File: src/rtl/cdce62002_spi_engine.sv
// Serial write engine for the CDCE62002 three-wire interface: turns config/sleep/wakeup
// request edges into one or two 32-bit register writes, LSB first, framed by LE.
module cdce62002_spi_engine #(
    parameter int          CLK_DIV   = 4,
    parameter int          LE_GAP    = 4,
    parameter logic [31:0] REG0_VAL  = 32'h0081_4000,
    parameter logic [31:0] REG1_VAL  = 32'h0000_0001,
    parameter int          SLEEP_BIT = 31
) (
    input  logic       clk,
    input  logic       rst,
    input  logic       i_config,
    input  logic       i_sleep,
    input  logic       i_wakeup,
    output logic       o_tran_busy,
    output logic       o_spi_clk,
    output logic       o_spi_mosi,
    output logic       o_spi_le,
    output logic [1:0] o_word_cnt
);

    localparam int DIV_W = (CLK_DIV > 1) ? $clog2(CLK_DIV) : 1;
    localparam int GAP_W = (LE_GAP > 1) ? $clog2(LE_GAP) : 1;
    localparam logic [DIV_W-1:0] DIV_LAST = DIV_W'(CLK_DIV - 1);
    localparam logic [GAP_W-1:0] GAP_LAST = GAP_W'(LE_GAP - 1);

    // Address nibble is forced regardless of what the images carry.
    localparam logic [31:0] REG0_WORD  = {REG0_VAL[31:4], 4'h0};
    localparam logic [31:0] REG1_WORD  = {REG1_VAL[31:4], 4'h1};
    localparam logic [31:0] SLEEP_MASK = 32'h1 << SLEEP_BIT;
    localparam logic [31:0] SLEEP_WORD = REG1_WORD | SLEEP_MASK;
    localparam logic [31:0] WAKE_WORD  = REG1_WORD & ~SLEEP_MASK;

    typedef enum logic [1:0] {
        IDLE  = 2'd0,
        SHIFT = 2'd1,
        GAP   = 2'd2
    } state_t;

    state_t state_reg, state_next;

    logic [2:0]       req_in;
    logic [2:0]       req_d_reg;
    logic [2:0]       req_edge;
    logic [31:0]      shift_reg;
    logic [31:0]      next_word_reg;
    logic             words_left_reg;
    logic [DIV_W-1:0] div_cnt_reg;
    logic             phase_hi_reg;
    logic [4:0]       bit_cnt_reg;
    logic [GAP_W-1:0] gap_cnt_reg;
    logic [1:0]       word_cnt_reg;

    logic accept;
    logic half_end;
    logic bit_end;
    logic word_end;
    logic gap_end;

    // Index 2 = config, 1 = sleep, 0 = wakeup; higher index wins on a tie.
    assign req_in = {i_config, i_sleep, i_wakeup};

    generate
        for (genvar gi = 0; gi < 3; gi++) begin : g_edge
            always_ff @(posedge clk) begin
                if (rst) begin
                    req_d_reg[gi] <= 1'b0;
                end else begin
                    req_d_reg[gi] <= req_in[gi];
                end
            end
            assign req_edge[gi] = req_in[gi] & ~req_d_reg[gi];
        end
    endgenerate

    assign accept   = (state_reg == IDLE) && (req_edge != 3'b000);
    assign half_end = (div_cnt_reg == DIV_LAST);
    assign bit_end  = half_end && phase_hi_reg;
    assign word_end = bit_end && (bit_cnt_reg == 5'd31);
    assign gap_end  = (gap_cnt_reg == GAP_LAST);

    always_ff @(posedge clk) begin
        if (rst) begin
            state_reg <= IDLE;
        end else begin
            state_reg <= state_next;
        end
    end

    always_comb begin
        state_next = state_reg;
        case (state_reg)
            IDLE:    if (accept) state_next = SHIFT;
            SHIFT:   if (word_end) state_next = GAP;
            GAP:     if (gap_end) state_next = words_left_reg ? SHIFT : IDLE;
            default: state_next = IDLE;
        endcase
    end

    always_ff @(posedge clk) begin
        if (rst) begin
            shift_reg      <= '0;
            next_word_reg  <= '0;
            words_left_reg <= 1'b0;
            div_cnt_reg    <= '0;
            phase_hi_reg   <= 1'b0;
            bit_cnt_reg    <= '0;
            gap_cnt_reg    <= '0;
            word_cnt_reg   <= '0;
        end else begin
            case (state_reg)
                IDLE: begin
                    if (accept) begin
                        if (req_edge[2]) begin
                            shift_reg <= REG0_WORD;
                        end else if (req_edge[1]) begin
                            shift_reg <= SLEEP_WORD;
                        end else begin
                            shift_reg <= WAKE_WORD;
                        end
                        next_word_reg  <= REG1_WORD;
                        words_left_reg <= req_edge[2];
                        div_cnt_reg    <= '0;
                        phase_hi_reg   <= 1'b0;
                        bit_cnt_reg    <= '0;
                        word_cnt_reg   <= '0;
                    end
                end
                SHIFT: begin
                    if (half_end) begin
                        div_cnt_reg  <= '0;
                        phase_hi_reg <= ~phase_hi_reg;
                        if (word_end) begin
                            gap_cnt_reg  <= '0;
                            word_cnt_reg <= word_cnt_reg + 2'd1;
                        end else if (bit_end) begin
                            // Data advances only as SPI_CLK falls.
                            bit_cnt_reg <= bit_cnt_reg + 5'd1;
                            shift_reg   <= shift_reg >> 1;
                        end
                    end else begin
                        div_cnt_reg <= div_cnt_reg + DIV_W'(1);
                    end
                end
                GAP: begin
                    gap_cnt_reg <= gap_cnt_reg + GAP_W'(1);
                    if (gap_end && words_left_reg) begin
                        shift_reg      <= next_word_reg;
                        words_left_reg <= 1'b0;
                        div_cnt_reg    <= '0;
                        phase_hi_reg   <= 1'b0;
                        bit_cnt_reg    <= '0;
                    end
                end
                default: begin
                    words_left_reg <= 1'b0;
                end
            endcase
        end
    end

    always_comb begin
        o_tran_busy = (state_reg != IDLE);
        o_spi_clk   = (state_reg == SHIFT) && phase_hi_reg;
        o_spi_le    = (state_reg != SHIFT);
        o_spi_mosi  = (state_reg == SHIFT) && shift_reg[0];
        o_word_cnt  = word_cnt_reg;
    end

endmodule
File: config.mk
export PLATFORM = sky130hd
export DESIGN_NAME = cdce62002_spi_engine
export DESIGN_NICKNAME = d
export VERILOG_FILES = /design/src/rtl/cdce62002_spi_engine.sv
export SDC_FILE = /design/constraint.sdc
export NUM_CORES = 1
export LEC_CHECK = 0
export CAP_MARGIN = 20
export CORE_MARGIN = 3
export CORE_UTILIZATION = 54
export DETAILED_ROUTE_END_ITERATION = 6
export GPL_ROUTABILITY_DRIVEN = 0
export PLACE_DENSITY = 0.82
export SYNTH_ARGS = -nofsm -noshare
export SYNTH_HDL_FRONTEND = slang
export SYNTH_SLANG_ARGS = --single-unit
File: constraint.sdc
create_clock -name clk -period 1.9 [get_ports clk]
set_input_delay 0.19 -clock clk [delete_from_list [all_inputs] [get_ports clk]]
set_output_delay 0.19 -clock clk [all_outputs]
set_load 0.02 [all_outputs]
; Word level (Yosys, flattened, before mapping)
; Index checks and enable logic that the tools add are counted.
[totals]
rom_bits = 0
mem_bits_rw = 0
latch_bits = 0
mem_count = 0
word_cells = 92
input_bits = 5
reg_bits = 51
out_inout_bits = 6
[classes]
div_mod_pow = 0
addsub = 4
eq_ne = 13
n_bitwise = 8
n_reduce_logical = 20
shifts = 0
mul = 0
n_lt_le_gt_ge = 0
muxes = 35
[ops]
columns = operator, n
row1 = 32-bit 2-to-1 mux, 7
row2 = 32-bit case mux with 3 select lines, 1
row3 = 5-bit 2-to-1 mux, 5
row4 = 2-bit 2-to-1 mux, 10
row5 = 5-bit case mux with 3 select lines, 1
row6 = "2-bit inequality test, second input constant", 7
row7 = 2-bit case mux with 3 select lines, 2
row8 = 3-bit AND reduction, 4
row9 = 2-bit case mux with 2 select lines, 2
row10 = 4-bit AND reduction, 2
row11 = "2-bit by 1-bit adder with 2-bit output, second input constant", 3
row12 = "2-bit equality test, second input constant", 3
row13 = 1-bit logical AND, 6
row14 = 1-bit case mux with 3 select lines, 2
row15 = 6-bit AND reduction, 1
row16 = 2-bit nonzero test, 3
row17 = 3-bit nonzero test, 2
row18 = "5-bit by 1-bit adder with 5-bit output, second input constant", 1
row19 = "5-bit equality test, second input constant", 1
row20 = 1-bit 2-to-1 mux, 5
row21 = 1-bit NOT, 5
row22 = 1-bit bitwise AND, 3
row23 = "2-bit by 1-bit equality test with 1-bit output, second input constant", 1
row24 = 2-bit logical NOT, 1
row25 = other kinds (2), 2

; Longest topological paths before layout
; Gate-level depths: netlist of run 1.
[logic_depth]
ltp_word = 6
mapped_depth = 9

; Worst setup path after synthesis of run 1
; Ideal clock, no wire load.
[synth_path]
path_type = flip-flop to flip-flop
startpoint = register bit_cnt_reg[0]
endpoint = register shift_reg[19]
setup_slack_ps = -143
stages_incl_launch_ff = 10
t_required_ps = 1766
arrival_time_ps = 1909
period_less_slack_ps = 2043
path_cell_list = dfxtp_1 -> ha_1 -> and3_1 -> ha_1 -> nand3b_2 -> and2_1 -> buf_6 -> clkbuf_1 -> o311ai_0 -> o31ai_1
[synth_via]
elab_chain_len = 4
[synth_rtl]
columns = item, line_no
row1 = start: declaration, 50  ; logic [4:0] bit_cnt_reg;
row2 = start signal: assignment, 138  ; bit_cnt_reg <= bit_cnt_reg + 5'd1;
row3 = 5-bit equality test, 79  ; assign word_end = bit_end && (bit_cnt_reg == 5'd31);
row4 = 1-bit logical AND, 79
row5 = 2-bit inequality test (no source line), -
row6 = 6-bit AND reduction (no source line), -
row7 = end signal: assignment, 139  ; shift_reg <= shift_reg >> 1;
row8 = end signal: assignment, 148  ; shift_reg <= next_word_reg;
row9 = end: declaration, 45  ; logic [31:0] shift_reg;
; No other way between the ends.
; A chain may end at the register's enable or synchronous reset.

; Worst setup path in the final report of run 1
[layout_path]
startpoint = register bit_cnt_reg[1]
endpoint = register bit_cnt_reg[4]
[layout_via]
elab_chain_len = 5
word_cells_on_any_way = 9
cone_classes = 1 x add/sub / 2 x eq/ne / 4 x mux / 2 x reduce/logical
[layout_rtl]
columns = item, line_no
row1 = 5-bit by 1-bit adder with 5-bit output, 138
row2 = 5-bit 2-to-1 mux, 136  ; end else if (bit_end) begin
row3 = 5-bit 2-to-1 mux, 133  ; if (word_end) begin
row4 = 5-bit 2-to-1 mux, 130  ; if (half_end) begin
row5 = 5-bit case mux with 3 select lines, 111  ; case (state_reg)
; Several ways; a longest one is shown, not always the timed one. The select of a mux whose other input is x is not followed.

==> metrics.md, run 1 <==
| Metric | Value |
|---|---|
| Top post-synthesis cells by area | dfxtp_1, a41o_1, a31oi_1 |
| Avg Vias per Cell | approximately 6.5 |
| Outcome | complete, but fails checks |
| Hold Worst Slack | roughly 0.47 ns |
| Clock slew at reported path FFs | approximately 0.090 ns |
| TritonCTS clock tree | done |
| Final WS setup | -0.0201 ns |
| Final cell area excluding filler cells | 3060 µm² |
| DRT Pass-1 Iters | 4 |
| Post-synth ARST share | 0 |
| Drc violations | 0 |
| Avg Inst Size Synth | 9.40 µm² |
| Cell Rows | 24 |
| All-Layer GR Usage | 0.224 |
| Req. time, crit path | ~2.2 ns |
| Top_reg_cell synth | dfxtp_1 |
| Grt total ovfl | 0 |
| Part of the Yosys area used for sequential elements | 0.408 |
| Tot Pwr | 0.00272 W |
| Peak VDD IR | roughly 0.64 mV |
| Post-synthesis cell type count | 49 |
| DP Worst Slack | ~0.014 ns |
| Clock Skew | between 0.009 and 0.01 ns |
| MaxCap Viol Count | 0 |
| Fin crit share | 1.01 |
| Synth area leader | dfxtp_1 |
| Largest net degree at the start of global routing | between 40 and 50 |
| Slew margin rel. | 0.727 |
| CP arrival | 2.17 ns |
| Port Buffers | 10 |
| Pwr/cell area | 890 nW/µm² |
| Vias in the first global route | around 2000 |
| Worst Tran Pin Value | ~0.4 ns |
| DPL Wire Length | about 3800 µm |
| CTS Buf Count | 5 |
| Post-synth top area share | 0.408 |
| Failing checks | setup timing |
| Cell Area, Placed | 2770 µm² |
| Worst Hold Depth | 2 |
| Total number of vias | between 2000 and 2500 |
| Initial antenna violation count | 0 |
| Reg-to-reg slack, setup | -0.02 ns |
| Mapped Area | ~2500 µm² |
| Clock buffer depth | 2 |
| Die area | about 5500 µm² |
| Layout cell share with drive strength beyond 1 | 0.253 |
| Nets | about 300 |
| Fin. max-slew vios | 0 |
| Die H | 74.1 µm |
| Clock Sink Count | just over 50 |
| P&R area growth vs syn | 22.2% |
| Core area | between 4000 and 5000 µm² |
| Wirelength, routed | 6250 µm |
| CP Cell Sequence | ha_4 -> and3_4 -> ha_4 -> nand3b_4 -> and2_4 -> buf_4 -> nor4_1 -> a31o_2 |
| Starting DRC count in detailed routing | roughly 210 |
| CP Capture Type | flip-flop |
| Most used cell, CP | ha_4 |
| Gate Count Post-Synth | approximately 270 |
| Most frequent cells after synthesis | dfxtp_1, nand2_1, a31oi_1 |
| Reg2reg path depth | 8 |
| Max frequency | between 0.5 and 0.6 GHz |
| Finish-stage setup viols | 1 |
| Wire per inst | roughly 18 µm |
| Yosys warning total | 0 |
| IO Pins | 11 |
| CTS Root Cell | clkbuf_8 |
| Worst r2r src | bit_cnt_reg[1] |
| Antenna viol nets, final | 0 |
| Flops & latches, synth | a little over 50 |
| Crit Path Class | reg -> reg |
| Post-synthesis net count | approximately 280 |
| Flip-flop count of the largest register after layout | 32 |
| Final core utilization | 0.692 |
| Die Wd | around 74 µm |
| Unrepaired setup endpoints after global routing | true |
| Leakage | ~1.3 nW |
| Worst-skew pair later-pin latency | 0.31 ns |
| Crit path launch type | flip-flop |
| Hold WC Path Type | reg -> reg |
| Shortest period the worst path allows | 1.92 ns |
| Count leader, synth | dfxtp_1 |
| Critical R2R Capture | bit_cnt_reg[4] |
| Min-delay src | shift_reg[29] |
| Post-synth EDFFs | 0 |
| N_diodes | 0 |
| Fin. Hold Viols | 0 |
| Crit path max fanout | 6 |
| Initial core utilization | 0.567 |
| Worst path max stage delay | between 0.3 and 0.4 ns |
| Worst hold endpoint | shift_reg[28] |
| Slowest cell on crit path | dfxtp_4 |
| Htree depth | 2 |
| First-pass GRT wire length | 9650 µm |
power breakdown:
group	internal (W)	switching [W]	total (W)
sequential	0.00111	0.0000282	0.00114
clock	0.000385	0.000361	0.000746
combinational	0.000367	0.000466	0.000833
total	0.00186	0.000855	0.00272
per-stage QoR:
| stage | TNS [ns] | cells |
|---|---|---|
| 6_report | -0.0201 | 341 |
| 5_1_grt | -0.663 | 341 |
| 4_1_cts | 0 | 333 |
| 3_5_place_dp | 0 | 326 |
| 3_3_place_gp | 0 | 326 |
| 2_1_floorplan | -0.0264 | 266 |
worst max-delay path, delay by kind of cell (launching register included):
| kind | cells | cell delay [ns] |
|---|---|---|
| adder cells (fa/ha/maj) | 2 | 0.32 |
| buffers and inverters | 1 | 0.16 |
| flip-flops | 1 | 0.37 |
| AO/OA/AOI/OAI | 1 | 0.16 |
| AND/OR/NAND/NOR | 4 | 0.85 |
worst max path at each step:
stage	from	end	slack, ns	depth (start not counted)
floorplan	bit_cnt_reg[1]	shift_reg[31]	-0.03	9
finish	bit_cnt_reg[1]	bit_cnt_reg[4]	-0.02	8
CTS	state_reg[0]	shift_reg[15]	0.001	7
global placement	state_reg[0]	shift_reg[15]	0.07	7
detailed placement	state_reg[0]	shift_reg[15]	0.01	7
global route	bit_cnt_reg[1]	bit_cnt_reg[4]	-0.1	8
final cells by class:
type | instances | area [µm²]
clock inverters | 2 | 37.5
fillers | 329 | 1360
well taps | 52 | 65.1
multi-input cells | 184 | 1420
repair buffers | 42 | 419
inverters | 5 | 18.8
clock buffers | 5 | 68.8
flip-flops and latches | 51 | 1030
cell families (layout without fill, tap and decap cells):
group,Yosys count,in the layout,share of synthesized area
AOI/OAI and AO/OA,90,90,0.280
and+or+nand+nor,81,81,0.183
DFF,51,51,0.408
buffers and inverters,31,54,0.0675
adders and majority gates,8,8,0.0400
muxes,5,5,0.0215
timing repair:
| item | CTS | global route |
|---|---|---|
| endpoints found under the setup margin | 4 | 40 |
| buffers inserted | 0 | 6 |
| pin swaps | 0 | 8 |
| gates resized for setup | 5 | 18 |
| cloned | 0 | 2 |
| hold buffers | 0 | 0 |
cells in the final DEF (no fill, tap or decap), types with 2 or more instances in the layout:
| cell | instances |
|---|---|
| a211oi_1 | 3 |
| and2_1 | 4 |
| o311ai_2 | 6 |
| buf_4 | 24 |
| mux2_2 | 3 |
| nand2b_1 | 6 |
| clkbuf_8 | 5 |
| a21oi_1 | 12 |
| o21ai_0 | 5 |
| ha_1 | 3 |
| a311oi_1 | 2 |
| nor2b_1 | 6 |
| clkdlybuf4s50_1 | 6 |
| mux2i_1 | 2 |
| a31oi_1 | 17 |
| nor4_1 | 5 |
| o311ai_1 | 4 |
| buf_12 | 3 |
| a31o_2 | 5 |
| clkbuf_16 | 2 |
| nor2_1 | 11 |
| ha_2 | 3 |
| and3_1 | 2 |
| a41o_1 | 13 |
| nand4_1 | 3 |
| inv_1 | 5 |
| a32o_1 | 2 |
| buf_6 | 3 |
| dlygate4sd2_1 | 4 |
| ha_4 | 2 |
| dfxtp_1 | 48 |
| nand3_1 | 11 |
| dfxtp_2 | 2 |
| o31ai_1 | 10 |
| nand2_1 | 18 |
| nor3_1 | 3 |
per-layer routing:
| layer | global-route usage | wire length (µm) | vias to the layer above |
|---|---|---|---|
| met5 | 0 | 0 | - |
| met4 | 0.0604 | 69 | 0 |
| met3 | 0.0473 | 307 | 10 |
| met2 | 0.347 | 3040 | 76 |
| met1 | 0.316 | 2840 | 1079 |
| li1 | - | - | 1067 |
Power figures use the tool's default switching activity.
==> run 2, diff against run 1 <==
--- a/config.mk
+++ b/config.mk
@@ -7,10 +7,11 @@
 export LEC_CHECK = 0
 export CAP_MARGIN = 20
 export CORE_MARGIN = 3
-export CORE_UTILIZATION = 54
+export CORE_UTILIZATION = 60
 export DETAILED_ROUTE_END_ITERATION = 6
 export GPL_ROUTABILITY_DRIVEN = 0
-export PLACE_DENSITY = 0.82
+export GPL_TIMING_DRIVEN = 0
+export PLACE_DENSITY = 0.86
 export SYNTH_ARGS = -nofsm -noshare
 export SYNTH_HDL_FRONTEND = slang
 export SYNTH_SLANG_ARGS = --single-unit
==> constraint.sdc (replaced) <==
create_clock -name clk -period 2.1 [get_ports clk]
set_input_delay 0.21 -clock clk [delete_from_list [all_inputs] [get_ports clk]]
set_output_delay 0.21 -clock clk [all_outputs]
set_load 0.02 [all_outputs]
==> run 2 against run 1 <==
Net effect: the flow still finishes with violations (setup timing); cell count is 0.29% higher; sequential share of layout area is 1.0 points higher; routed wire length is 10% higher; maximum frequency is 10% lower; final area is 3.1% lower; register-to-register slack hardly changed; critical endpoint is now shift_reg[30]; die area is 9.2% lower.
==> metrics.md, run 2 (synthesized netlist as in run 1, its figures left out) <==
| Metric | Value |
|---|---|
| Outcome | complete, but fails checks |
| Failing checks | setup timing |
| Finish-stage setup viols | 1 |
| N_diodes | 0 |
| Wirelength, routed | approximately 6900 µm |
| Most frequent cells in the layout | dfxtp_1, nand2_1, a31oi_1 |
| CP arrival | around 2.3 ns |
| Wire per inst | between 20 and 25 µm |
| All-Layer GR Usage | 0.263 |
| Shortest period the worst path allows | 2.13 ns |
| Antenna viol nets, final | 0 |
| First-pass GRT wire length | between 10000 and 15000 µm |
| DPL Wire Length | ~4200 µm |
| IO Pins | 11 |
| P&R area growth vs syn | 18.5% |
| DRT Pass-1 Iters | 5 |
| Htree depth | 2 |
| MaxCap Viol Count | 0 |
| Die H | 70.6 µm |
| Tot Pwr | approximately 0.0023 W |
| Layout cell share with drive strength beyond 1 | 0.238 |
| CTS Hold Bufs | 0 |
| TritonCTS clock tree | done |
| Unrepaired setup endpoints after global routing | true |
| Worst path max stage delay | ~0.35 ns |
| Min-delay src | i_config |
| Crit path launch type | flip-flop |
| Fin. max-slew vios | 0 |
| Initial antenna violation count | 0 |
| Final core utilization | 0.774 |
| CTS Buf Count | 5 |
| Worst r2r src | bit_cnt_reg[0] |
| Clock buffer depth | 2 |
| First element of the critical path | bit_cnt_reg[0] |
| Grt total ovfl | 0 |
| Initial core utilization | 0.654 |
| Final WS setup | -0.0340 ns |
| Final cell area excluding filler cells | 2960 µm² |
| Largest net degree at the start of global routing | 15 |
| Crit Path Class | reg -> reg |
| Most common cell after layout, fill and taps aside | dfxtp_1 |
| Cell Rows | 22 |
| CP Capture Type | flip-flop |
| CP Cell Sequence | ha_2 -> and3_4 -> ha_4 -> nand3b_4 -> and2_4 -> buf_6 -> buf_6 -> o311ai_1 -> o31ai_2 |
| Total number of vias | between 2000 and 2500 |
| Flip-flop count of the largest register after layout | 32 |
| Die area | between 4000 and 5000 µm² |
| Clock Skew | between 0.005 and 0.006 ns |
| Clock Sink Count | between 50 and 60 |
| Most used cell, CP | buf_6 |
| Fin. Hold Viols | 0 |
| Peak VDD IR | ~0.55 mV |
| Req. time, crit path | around 2.3 ns |
| Fin crit share | 1.02 |
| Slew margin rel. | 0.492 |
| Slowest cell on crit path | dfxtp_2 |
| Starting DRC count in detailed routing | approximately 350 |
| Avg Vias per Cell | about 7 |
| Max frequency | approximately 0.47 GHz |
| Port Buffers | 10 |
| Nets | between 300 and 400 |
| Drc violations | 0 |
| Leakage | between 1 and 1.5 nW |
| Cell Area, Placed | between 2000 and 3000 µm² |
| Pwr/cell area | ~800 nW/µm² |
| CP Buf/Inv Count | 2 |
| CTS Root Cell | clkbuf_8 |
| Crit path max-delay family | simple AND/OR/NAND/NOR gates |
| Vias in the first global route | 2145 |
| Die Wd | just over 70 µm |
| Crit path max fanout | 10 |
| Worst-skew pair later-pin latency | around 0.31 ns |
| Core area | ~3800 µm² |
| Clock slew at reported path FFs | roughly 0.09 ns |
| Hold WC Path Type | in -> reg |
| Setup TNS | -0.0340 ns |
| Worst Tran Pin Value | ~0.76 ns |
run 2: layer usage:
metal,global-route usage,vias up,part of all wire
li1,-,1078,-
met1,0.362,1142,0.41
met2,0.402,175,0.46
met3,0.0611,31,0.10
met4,0.100,0,0.029
met5,0,-,0
run 2: worst register-to-register path, cell delays in order, from the launching register on:
cell	delay, ns
dfxtp_2	0.35
ha_2	0.19
and3_4	0.18
ha_4	0.17
nand3b_4	0.18
and2_4	0.18
buf_6	0.13
buf_6	0.16
o311ai_1	0.32
o31ai_2	0.14
run 2: metrics by stage:
| step | std cells | worst slack, ns | hold slack [ns] |
|---|---|---|---|
| after detailed placement | 324 | -0.230 | 0.458 |
| final | 342 | -0.0340 | 0.479 |
| after global routing | 342 | -0.0860 | 0.499 |
| after global placement | 324 | -0.204 | 0.447 |
| after CTS | 333 | 0.0000246 | 0.471 |
| after floorplan | 266 | 0.0570 | 0.294 |
run 2: repair_timing:
item,in CTS,in global routing
setup buffers,2,8
resized for setup,22,31
endpoints found under the setup margin,35,37
gates cloned,0,1
pin swaps,2,3
run 2: area by class of cell:
class	count	area (µm²)
buffer	26	164
multi-input combinational	184	1430
fill	247	863
inverter	5	18.8
clock buffer	6	82.6
timing repair buffer	21	181
clock inverter	1	5.00
sequential	51	1030
tap	48	60.1
run 2: where the power goes:
group | total (W) | switching, W | leakage [nW] | internal [W]
Clock | 0.000587 | 0.000328 | 0.0470 | 0.000260
Sequential | 0.00103 | 0.0000258 | 0.415 | 0.00101
Combinational | 0.000710 | 0.000444 | 0.776 | 0.000266
run 2: worst paths after layout:
| check | depth (start not counted) | to | slack, ns |
|---|---|---|---|
| setup / recovery | 9 | shift_reg[30] | -0.03 |
| hold / removal | 2 | req_d_reg[2] | 0.48 |
| setup reg to reg | 9 | shift_reg[30] | -0.03 |
| hold reg to reg | 2 | shift_reg[26] | 0.48 |
==> run 3, diff against run 2 <==
--- a/config.mk
+++ b/config.mk
@@ -8,10 +8,13 @@
 export CAP_MARGIN = 20
 export CORE_MARGIN = 3
 export CORE_UTILIZATION = 60
+export CTS_CLUSTER_DIAMETER = 150
 export DETAILED_ROUTE_END_ITERATION = 6
 export GPL_ROUTABILITY_DRIVEN = 0
 export GPL_TIMING_DRIVEN = 0
 export PLACE_DENSITY = 0.86
+export RECOVER_POWER = 100
+export SKIP_CTS_REPAIR_TIMING = 1
 export SYNTH_ARGS = -nofsm -noshare
 export SYNTH_HDL_FRONTEND = slang
 export SYNTH_SLANG_ARGS = --single-unit
==> run 3 against run 2 <==
Net effect: the run still ends with setup timing left; worst hold slack lost 0.0089 ns; die area stayed put; final area is 1.6% higher; maximum frequency up 1.3%; first-iteration DRC count is 2.9% lower; clock-buffer cell count is the same; sequential power is essentially flat; via count shrank 1.2%; sequential share of layout area fell by 0.55 points; clock power shrank 2%; largest power group unchanged.
==> metrics.md, run 3 (synthesized netlist as in run 1, its figures left out) <==
| Metric | Value |
|---|---|
| Outcome | complete, but fails checks |
| Failing checks | setup timing |
| Reg2reg path depth | 9 |
| IO Pins | 11 |
| Die area | between 4000 and 5000 µm² |
| Max frequency | between 0.4 and 0.5 GHz |
| Clock slew at reported path FFs | 0.09 ns |
| Crit path max-delay family | simple AND/OR/NAND/NOR gates |
| MaxCap Viol Count | 0 |
| CTS Buf Count | 5 |
| Worst r2r src | bit_cnt_reg[0] |
| Die H | roughly 71 µm |
| Wirelength, routed | 6810 µm |
| Fin. Hold Viols | 0 |
| Cell Rows | 22 |
| N_diodes | 0 |
| Htree depth | 2 |
| Shortest period the worst path allows | approximately 2.1 ns |
| Fin. max-slew vios | 0 |
| Initial core utilization | 0.654 |
| Reg-to-reg slack, setup | -0.006 ns |
| CTS Root Cell | clkbuf_8 |
| Req. time, crit path | 2.34 ns |
| Leakage | roughly 1.3 nW |
| Initial antenna violation count | 0 |
| WP depth | 9 |
| TritonCTS clock tree | done |
| First-pass GRT wire length | approximately 10000 µm |
| Antenna viol nets, final | 0 |
| Avg Vias per Cell | approximately 7 |
| Most common cell after layout, fill and taps aside | dfxtp_1 |
| First element of the critical path | bit_cnt_reg[0] |
| CP Capture Type | flip-flop |
| Port Buffers | 10 |
| Slowest cell on crit path | dfxtp_2 |
| DRT Pass-1 Iters | 5 |
| End of the critical path | shift_reg[31] |
| Clock buffer depth | 2 |
| Critical R2R Capture | shift_reg[31] |
| Grt total ovfl | 0 |
| Pwr/cell area | 772 nW/µm² |
| Worst Tran Pin Value | between 0.8 and 0.9 ns |
| Combinational Power Share | 0.308 |
| Layout fillers | between 200 and 250 |
| Clock Skew | around 0.009 ns |
| All-Layer GR Usage | 0.260 |
| Core area | between 3000 and 4000 µm² |
| Total number of vias | roughly 2400 |
| Unrepaired setup endpoints after global routing | true |
| DPL Wire Length | approximately 4200 µm |
| Drc violations | 0 |
| Nets | around 310 |
| NetSw | 0.000790 W |
| Final WS setup | -0.00582 ns |
| Final core utilization | 0.787 |
| Wire per inst | roughly 20 µm |
| Starting DRC count in detailed routing | between 300 and 400 |
| Layout cell share with drive strength beyond 1 | 0.245 |
| Worst path max stage delay | ~0.36 ns |
| Final cell area excluding filler cells | roughly 3000 µm² |
| Crit path launch type | flip-flop |
| Pint | roughly 0.0015 W |
| Switching Fraction | 0.340 |
| CP Buf/Inv Count | 2 |
| Vias in the first global route | 2133 |
| Clock Sink Count | slightly above 50 |
| Most used cell, CP | buf_6 |
| CP arrival | ~2.3 ns |
| Largest net degree at the start of global routing | 15 |
| Crit path max fanout | 7 |
| Hold WC Path Type | reg -> reg |
| Flip-flop count of the largest register after layout | 32 |
| Fin crit share | 1.00 |
| Worst-skew pair later-pin latency | a little over 0.3 ns |
| Slew margin rel. | 0.427 |
| Cell Area, Placed | 2660 µm² |
| Most frequent cells in the layout | dfxtp_1, nand2_1, a31oi_1 |
| Finish-stage setup viols | 1 |
| Peak VDD IR | around 0.54 mV |
| Clk pwr share | 0.247 |
| Flop pwr share | 0.445 |
| Die Wd | just over 70 µm |
| CP Cell Sequence | ha_4 -> and3_1 -> ha_2 -> nand3b_4 -> and2_4 -> buf_6 -> nor3_4 -> buf_6 -> mux2i_1 |
| Crit Path Class | reg -> reg |
| P&R area growth vs syn | 20.4% |
-- run 3: worst min-delay path by stage --
stage	from	endpoint	cells after the start
after global placement	shift_reg[0]	shift_reg[0]	2
after CTS	shift_reg[6]	shift_reg[5]	2
after floorplan	rst	req_d_reg[1]	1
after global routing	shift_reg[20]	shift_reg[19]	2
final	shift_reg[6]	shift_reg[5]	2
after detailed placement	shift_reg[6]	shift_reg[5]	2
-- run 3: tightest hold or removal path, stage by stage (launching register included) --
cell and delay (ns):
dfxtp_1 0.31, nand2_1 0.07, o31ai_1 0.06
-- run 3: layer usage --
layer  share of wire  global-route usage  up-vias
li1                -                   -     1077
met1            0.42               0.361     1146
met2            0.46               0.395      154
met3           0.096              0.0611       20
met4           0.028               0.100        0
met5               0                   0        -
-- run 3: layout make-up --
| cell class | count | area (µm²) | share of cell area |
|---|---|---|---|
| sequential | 51 | 1030 | 0.341 |
| multi-input combinational | 184 | 1460 | 0.486 |
| tap | 48 | 60.1 | 0.0200 |
| timing repair buffer | 21 | 189 | 0.0628 |
| clock buffer | 6 | 82.6 | 0.0274 |
| inverter | 5 | 18.8 | 0.00623 |
| buffer | 26 | 166 | 0.0553 |
| clock inverter | 1 | 5.00 | 0.00166 |
-- run 3: power groups by stage --
stage	clock, W	sequential [W]	combinational (W)
2_1_floorplan	0	0.00105	0.000413
3_3_place_gp	0	0.00105	0.000554
4_1_cts	0.000575	0.00103	0.000568
3_5_place_dp	0	0.00105	0.000562
6_report	0.000575	0.00103	0.000716
5_1_grt	0.000621	0.00104	0.000760
-- run 3: per-stage QoR --
step	hold slack, ns	setup TNS, ns	total power [W]	cells	setup WS, ns
2_1_floorplan	0.294	0	0.00146	266	0.0570
3_3_place_gp	0.447	-4.08	0.00160	324	-0.204
3_5_place_dp	0.458	-3.73	0.00161	324	-0.230
4_1_cts	0.471	-5.82	0.00217	331	-0.526
5_1_grt	0.499	-0.328	0.00242	342	-0.0369
6_report	0.470	-0.00582	0.00233	342	-0.00582
